===== src/rtl/mult_div_pkg.sv =====
// Shared types and helpers for the HI/LO multiply/divide sequencer.
// Optional feature macro: MULTDIV_DIVZERO_TRAP_EN (see mult_div_ctrl).
package mult_div_pkg;

    localparam int MD_W     = 32;
    localparam int MD_ITERS = 32;
    localparam int CNT_W    = $clog2(MD_ITERS);

    typedef enum logic [2:0] {
        IDLE,
        MULT_RUN,
        DIV_RUN,
        DIV_FIX,
        FINISH
    } md_state_e;

    function automatic logic [MD_W-1:0] fix_word(input logic [MD_W-1:0] v, input logic neg);
        return neg ? (~v + 1'b1) : v;
    endfunction

    function automatic logic [2*MD_W-1:0] fix_dword(input logic [2*MD_W-1:0] v, input logic neg);
        return neg ? (~v + 1'b1) : v;
    endfunction

endpackage


===== src/rtl/mult_div_core.sv =====
// Magnitude datapath: shift-add multiply and restoring divide sharing one
// 2*WIDTH accumulator ({HI,LO} for multiply, {remainder,quotient} for divide).
module mult_div_core
    import mult_div_pkg::*;
#(
    parameter int WIDTH = MD_W
) (
    input  logic               clk,
    input  logic               load,
    input  logic               step,
    input  logic               fix,
    input  logic               is_div,
    input  logic [WIDTH-1:0]   a,
    input  logic [WIDTH-1:0]   b,
    output logic [2*WIDTH-1:0] acc,
    output logic [2*WIDTH-1:0] fixed
);

    logic [WIDTH-1:0] opb;
    logic             sa;
    logic             sb;
    logic             div_q;
    logic [WIDTH:0]   sum;
    logic [WIDTH:0]   shifted;
    logic [WIDTH:0]   diff;
    logic             fits;

    always_comb begin
        sum     = {1'b0, acc[2*WIDTH-1:WIDTH]} + (acc[0] ? {1'b0, opb} : '0);
        shifted = {acc[2*WIDTH-1:WIDTH], acc[WIDTH-1]};
        diff    = shifted - {1'b0, opb};
        fits    = (shifted >= {1'b0, opb});
    end

    // Zero divisor leaves the all-ones quotient unsigned; the remainder then
    // equals |dividend| and regains the dividend's sign, i.e. HI = rs.
    always_ff @(posedge clk) begin
        if (load) begin
            sa    <= a[WIDTH-1];
            sb    <= b[WIDTH-1];
            div_q <= is_div;
            if (is_div) begin
                opb <= fix_word(b, b[WIDTH-1]);
                acc <= {{WIDTH{1'b0}}, fix_word(a, a[WIDTH-1])};
            end else begin
                opb <= fix_word(a, a[WIDTH-1]);
                acc <= {{WIDTH{1'b0}}, fix_word(b, b[WIDTH-1])};
            end
        end else if (step) begin
            if (div_q) begin
                if (fits) acc <= {diff[WIDTH-1:0], acc[WIDTH-2:0], 1'b1};
                else      acc <= {shifted[WIDTH-1:0], acc[WIDTH-2:0], 1'b0};
            end else begin
                acc <= {sum, acc[WIDTH-1:1]};
            end
        end else if (fix) begin
            acc <= {fix_word(acc[2*WIDTH-1:WIDTH], sa),
                    fix_word(acc[WIDTH-1:0], (sa ^ sb) & (opb != '0))};
        end
    end

    assign fixed = fix_dword(acc, sa ^ sb);

endmodule


===== src/rtl/mult_div_ctrl.sv =====
// Iterative signed multiply/divide sequencer owning HI/LO.
// Define MULTDIV_DIVZERO_TRAP_EN to finish divide-by-zero at once with div_zero.
module mult_div_ctrl
    import mult_div_pkg::*;
#(
    parameter int WIDTH = 32
) (
    input  logic             clk,
    input  logic             reset,
    input  logic             start_mult,
    input  logic             start_div,
    input  logic [WIDTH-1:0] rs_val,
    input  logic [WIDTH-1:0] rt_val,
    output logic             busy,
    output logic             done,
    output logic             div_zero,
    output logic [WIDTH-1:0] hi_out,
    output logic [WIDTH-1:0] lo_out
);

    md_state_e          state;
    md_state_e          state_nx;
    logic [CNT_W-1:0]   cnt;
    logic               last;
    logic               op_div;
    logic               dz_pend;
    logic               zero_trap;
    logic               accept_mult;
    logic               accept_div;
    logic               core_load;
    logic               core_step;
    logic               core_fix;
    logic               finish;
    logic [2*WIDTH-1:0] acc;
    logic [2*WIDTH-1:0] fixed;

`ifdef MULTDIV_DIVZERO_TRAP_EN
    assign zero_trap = (rt_val == '0);
`else
    assign zero_trap = 1'b0;
`endif

    assign last      = (cnt == CNT_W'(MD_ITERS - 1));
    assign core_load = accept_mult | (accept_div & ~zero_trap);

    always_ff @(posedge clk or negedge reset) begin
        if (!reset) state <= IDLE;
        else        state <= state_nx;
    end

    always_comb begin
        state_nx = state;
        case (state)
            IDLE: begin
                if (start_mult)     state_nx = MULT_RUN;
                else if (start_div) state_nx = zero_trap ? FINISH : DIV_RUN;
            end
            MULT_RUN: if (last) state_nx = FINISH;
            DIV_RUN:  if (last) state_nx = DIV_FIX;
            DIV_FIX:  state_nx = FINISH;
            FINISH:   state_nx = IDLE;
            default:  state_nx = IDLE;
        endcase
    end

    always_comb begin
        accept_mult = 1'b0;
        accept_div  = 1'b0;
        core_step   = 1'b0;
        core_fix    = 1'b0;
        finish      = 1'b0;
        case (state)
            IDLE: begin
                accept_mult = start_mult;
                accept_div  = start_div & ~start_mult;
            end
            MULT_RUN, DIV_RUN: core_step = 1'b1;
            DIV_FIX:           core_fix  = 1'b1;
            FINISH:            finish    = 1'b1;
            default: ;
        endcase
    end

    always_ff @(posedge clk or negedge reset) begin
        if (!reset) begin
            cnt      <= '0;
            op_div   <= 1'b0;
            dz_pend  <= 1'b0;
            busy     <= 1'b0;
            done     <= 1'b0;
            div_zero <= 1'b0;
        end else begin
            done     <= finish;
            div_zero <= finish & dz_pend;
            if (core_load)      cnt <= '0;
            else if (core_step) cnt <= cnt + 1'b1;
            if (accept_mult | accept_div) begin
                busy    <= 1'b1;
                op_div  <= accept_div;
                dz_pend <= accept_div & zero_trap;
            end else if (finish) begin
                busy <= 1'b0;
            end
        end
    end

    // Multiply signs are applied on the way into HI/LO; divide already fixed them.
    always_ff @(posedge clk or negedge reset) begin
        if (!reset) begin
            hi_out <= '0;
            lo_out <= '0;
        end else if (finish && !dz_pend) begin
            {hi_out, lo_out} <= op_div ? acc : fixed;
        end
    end

    mult_div_core #(.WIDTH(WIDTH)) u_core (
        .clk    (clk),
        .load   (core_load),
        .step   (core_step),
        .fix    (core_fix),
        .is_div (accept_div),
        .a      (rs_val),
        .b      (rt_val),
        .acc    (acc),
        .fixed  (fixed)
    );

endmodule


===== config.mk =====
export PLATFORM = sky130hd
export DESIGN_NAME = mult_div_ctrl
export DESIGN_NICKNAME = d
export VERILOG_FILES = /design/src/rtl/mult_div_pkg.sv /design/src/rtl/mult_div_core.sv /design/src/rtl/mult_div_ctrl.sv
export SDC_FILE = /design/constraint.sdc
export NUM_CORES = 1
export LEC_CHECK = 0
export CAP_MARGIN = 10
export CORE_MARGIN = 2
export CORE_UTILIZATION = 54
export CTS_CLUSTER_SIZE = 20
export DETAILED_ROUTE_END_ITERATION = 8
export PLACE_DENSITY = 0.88
export SLEW_MARGIN = 10
export SYNTH_ARGS = -nofsm -noshare
export SYNTH_HDL_FRONTEND = slang
export SYNTH_HIERARCHICAL = 1
export SYNTH_SLANG_ARGS = --single-unit

===== constraint.sdc =====
create_clock -name clk -period 4.35 [get_ports clk]
set_input_delay 0.6525 -clock clk [delete_from_list [all_inputs] [get_ports clk]]
set_output_delay 0.6525 -clock clk [all_outputs]
set_load 0.01 [all_outputs]

==> metrics.md <==
| Metric | Value |
|---|---|
| Vias in the first global route | `14600` |
| CP Capture Type | `register` |
| RR Endpoint | `hi_out[28]` |
| Reg2reg path depth | `13` |
| Max-slew violations | `0` |
| Cts-stage hold buffer count | `0` |
| R2R Setup Slk | `0.35 ns` |
| IO buf count | `133` |
| CP max FO | `8` |
| Avg Synthesized Cell Area | `8.29 um2` |
| DRT Pass-1 Iters | `5` |
| PD cells | `817 nW/um2` |
| Ys Warns | `6` |
| Height of the die | `177 um` |
| Global-route met3 utilization | `4.54%` |
| Mux cell area share after synthesis | `8.05%` |
| Initial Util | `54.5%` |
| Vias per inst | `6.36` |
| EDFF count, synth | `99` |
| Resized cells post-CTS | `0` |
| IO Count | `135` |
| Netlist cell types | `88` |
| Setup TNS | `0 ns` |
| Worst IR drop on VDD | `0.392 mV` |
| Latest clock arrival within the worst-skew pair | `0.45 ns` |
| Post-Synth Adder-Cell Area | `5.70%` |
| Status | `completed` |
| Total CTS buffers | `17` |
| CTS Root Cell | `clkbuf_16` |
| Yosys reg bits | `174` |
| Net Count, Synth | `2078` |
| Final WL | `50.7 mm` |
| GRT Residual Overflow | `0` |
| ANT cells | `0` |
| Fillers | `2538` |
| Hold WC Path Type | `primary input to asynchronous set/reset pin` |
| Leak | `7.59 nW` |
| Met2 Usage GRT | `52.5%` |
| RSZ-0062 raised after global routing | `no` |
| Synth Area in Compound Gates | `20.5%` |
| Minimum clock period after layout | `4.00 ns` |
| CP required | `4.64 ns` |
| Clk sinks | `174` |
| Share of post-route cells with drive strength above 1 | `7.08%` |
| Hpwl dp | `38.0 mm` |
| Post-synth top area cell | `edfxtp_1` |
| Die X-Extent | `177 um` |
| Main flop type after synthesis | `edfxtp_1` |
| Clock skew after layout | `0.0141 ns` |
| Register area share after synthesis | `30.2%` |
| GRT Max-Usage Layer | `met2` |
| Worst slew margin | `26.5%` |
| Routed wire per std cell | `20.9 um` |
| CTS HTree Levels | `4` |
| Final worst setup slack | `0.352 ns` |
| Layout Nets | `2160` |
| Clk buf depth | `2` |
| Share of the synthesized area in the top cell type | `18.5%` |
| DP Worst Slack | `0.200 ns` |
| Post-synth ARST share | `43.1%` |
| Synthesis-to-layout area growth | `14.8%` |
| DR vias | `15400` |
| Met1 usage | `43.1%` |
| Synthesized area | `16100 um2` |
| Post-route ant nets | `0` |
| Top post-synthesis cells by area | `edfxtp_1 18%, dfrtp_1 12%, mux2i_1 7.3%` |
| Post-CTS Setup Bufs | `0` |
| Final period util | `91.9%` |
| Final setup vio count | `0` |
| R2r startpoint | `u_core/acc[33]` |
| CP startpoint kind | `register` |
| Rows | `63` |
| Largest net degree at the start of global routing | `87` |
| DIE AREA | `31200 um2` |
| GPL Wtd Cong | `1.01` |
| Fmax | `0.250 GHz` |
| Worst-path clk slew | `0.08 ns` |
| Fin. Hold Viols | `0` |
| Largest family of logic cells by synthesized area | `compound AO/OA/AOI/OAI gates` |
| Post-Synth Simple-Gate Area | `18.2%` |
| Initial antenna violation count | `0` |
| Worst EP arrival | `4.29 ns` |
| Crit Path Category | `register to register` |
| Tightest Pin Transition | `1.10 ns` |
| Post-Synthesis Cells | `1938` |
| TritonCTS clock tree | `yes` |
| Residual DRC | `0` |
| Gr usage total | `32.5%` |
| XOR/XNOR share of the synthesized area | `12.5%` |
| Global-route wire length before repair | `79.1 mm` |
| Core Footprint | `29500 um2` |
| DR iter-0 viols | `1622` |
| Final Util | `62.6%` |
| Max-capacitance violation count | `0` |
## through the flow
stage               instances  power (mW)  instance area [um2]  hold slack (ns)
floorplan                1938        10.2                16100            0.357
global placement         2391        12.9                17800            0.483
finish                   2423        15.1                18400            0.353
global route             2423        16.1                18400            0.446
detailed placement       2391        13.2                17800            0.513
CTS                      2423        14.9                18400            0.397
## registers in the layout, indices dropped and copies added (netlist names)
signal,flops
u_core/acc,64
hi_out,32
lo_out,32
u_core/opb,32
cnt,5
state,3
busy,1
done,1
op_div,1
u_core/div_q,1
u_core/sa,1
u_core/sb,1
## worst max-delay path by stage
stage	end	from	slack, ns
6_report	hi_out[28]	u_core/acc[33]	0.35
5_1_grt	hi_out[28]	u_core/acc[33]	0.16
4_1_cts	hi_out[28]	u_core/acc[33]	0.37
3_5_place_dp	u_core/acc[29]	rt_val[8]	0.20
3_3_place_gp	u_core/acc[29]	rs_val[10]	0.29
2_1_floorplan	u_core/acc[32]	state[0]	0.58
## per-layer routing
layer | share of wire [%] | routed length (um) | vias to the layer above
li1 | - | - | 7161
met1 | 41 | 21000 | 7268
met2 | 46 | 23200 | 812
met3 | 8.4 | 4260 | 158
met4 | 4.5 | 2280 | 0
met5 | 0 | 0 | -
## cell usage in the layout, fill, tap and decap left out, drive strengths merged, types with 17 or more instances in the layout
cell type	netlist	layout
nor2	230	230
a21oi	203	203
nand2	146	146
clkdlybuf4s50	0	132
o21ai	132	132
xor2	123	123
mux2i	118	118
xnor2	104	104
edfxtp	99	99
inv	66	76
dfrtp	75	75
ha	70	70
buf	40	56
nor3	38	38
or3	33	33
nand3	31	31
a211oi	30	30
o31ai	23	23
or4	20	20
a21o	19	19
nor4	19	19
clkbuf	85	18
nand2b	17	17
o211ai	17	17
## Yosys cell counts, types with 14 or more instances
cell type  number
nand3_1        31
a21oi_1       202
o22ai_1        14
nor3_1         35
o211ai_1       17
buf_2          20
nand2b_1       17
nor2_1        230
clkbuf_1       84
nor4_1         17
xnor2_1       103
nand4_1        14
xor2_1        123
ha_1           70
edfxtp_1       99
nand2_1       145
or4_1          15
dfrtp_1        75
o21ai_0       130
a211oi_1       30
or3_1          31
a21o_1         19
o31ai_1        21
inv_1          66
mux2i_1       118
## worst max-delay path, cell delays in order (launching register included)
cell,delay (ns)
edfxtp_1,0.54
inv_1,0.13
ha_1,0.23
or3b_2,0.54
nor4b_4,0.34
nand2_2,0.18
or4b_4,0.59
nor3_4,0.20
nand3_1,0.19
or3_1,0.39
o21ai_1,0.17
xnor2_1,0.08
mux2i_1,0.16
a21oi_1,0.09
## report_power, final
| part | internal [mW] | switching [mW] | total (mW) |
|---|---|---|---|
| Clock | 0.856 | 0.762 | 1.62 |
| Sequential | 2.84 | 1.05 | 3.89 |
| Combinational | 4.13 | 5.44 | 9.57 |
| Total | 7.82 | 7.25 | 15.1 |
## area by class of cell
type	count	area [um2]	share of cell area [%]
tap	390	488	2.65
clock buffer	18	450	2.44
inverter	69	259	1.40
clock inverter	14	161	0.875
timing repair buffer	188	1750	9.51
sequential	174	4850	26.3
multi-input combinational	1570	10500	56.8
## logic make-up after synthesis
kind of cell / count (synthesis)
AO/OA/AOI/OAI: 538
flip-flops: 174
other: 1
buffers and inverters: 194
AND/OR/NAND/NOR: 604
multiplexers: 128
XOR/XNOR: 227
adder cells (fa/ha/maj): 72
Note: power is estimated with default switching activity, not from simulation.
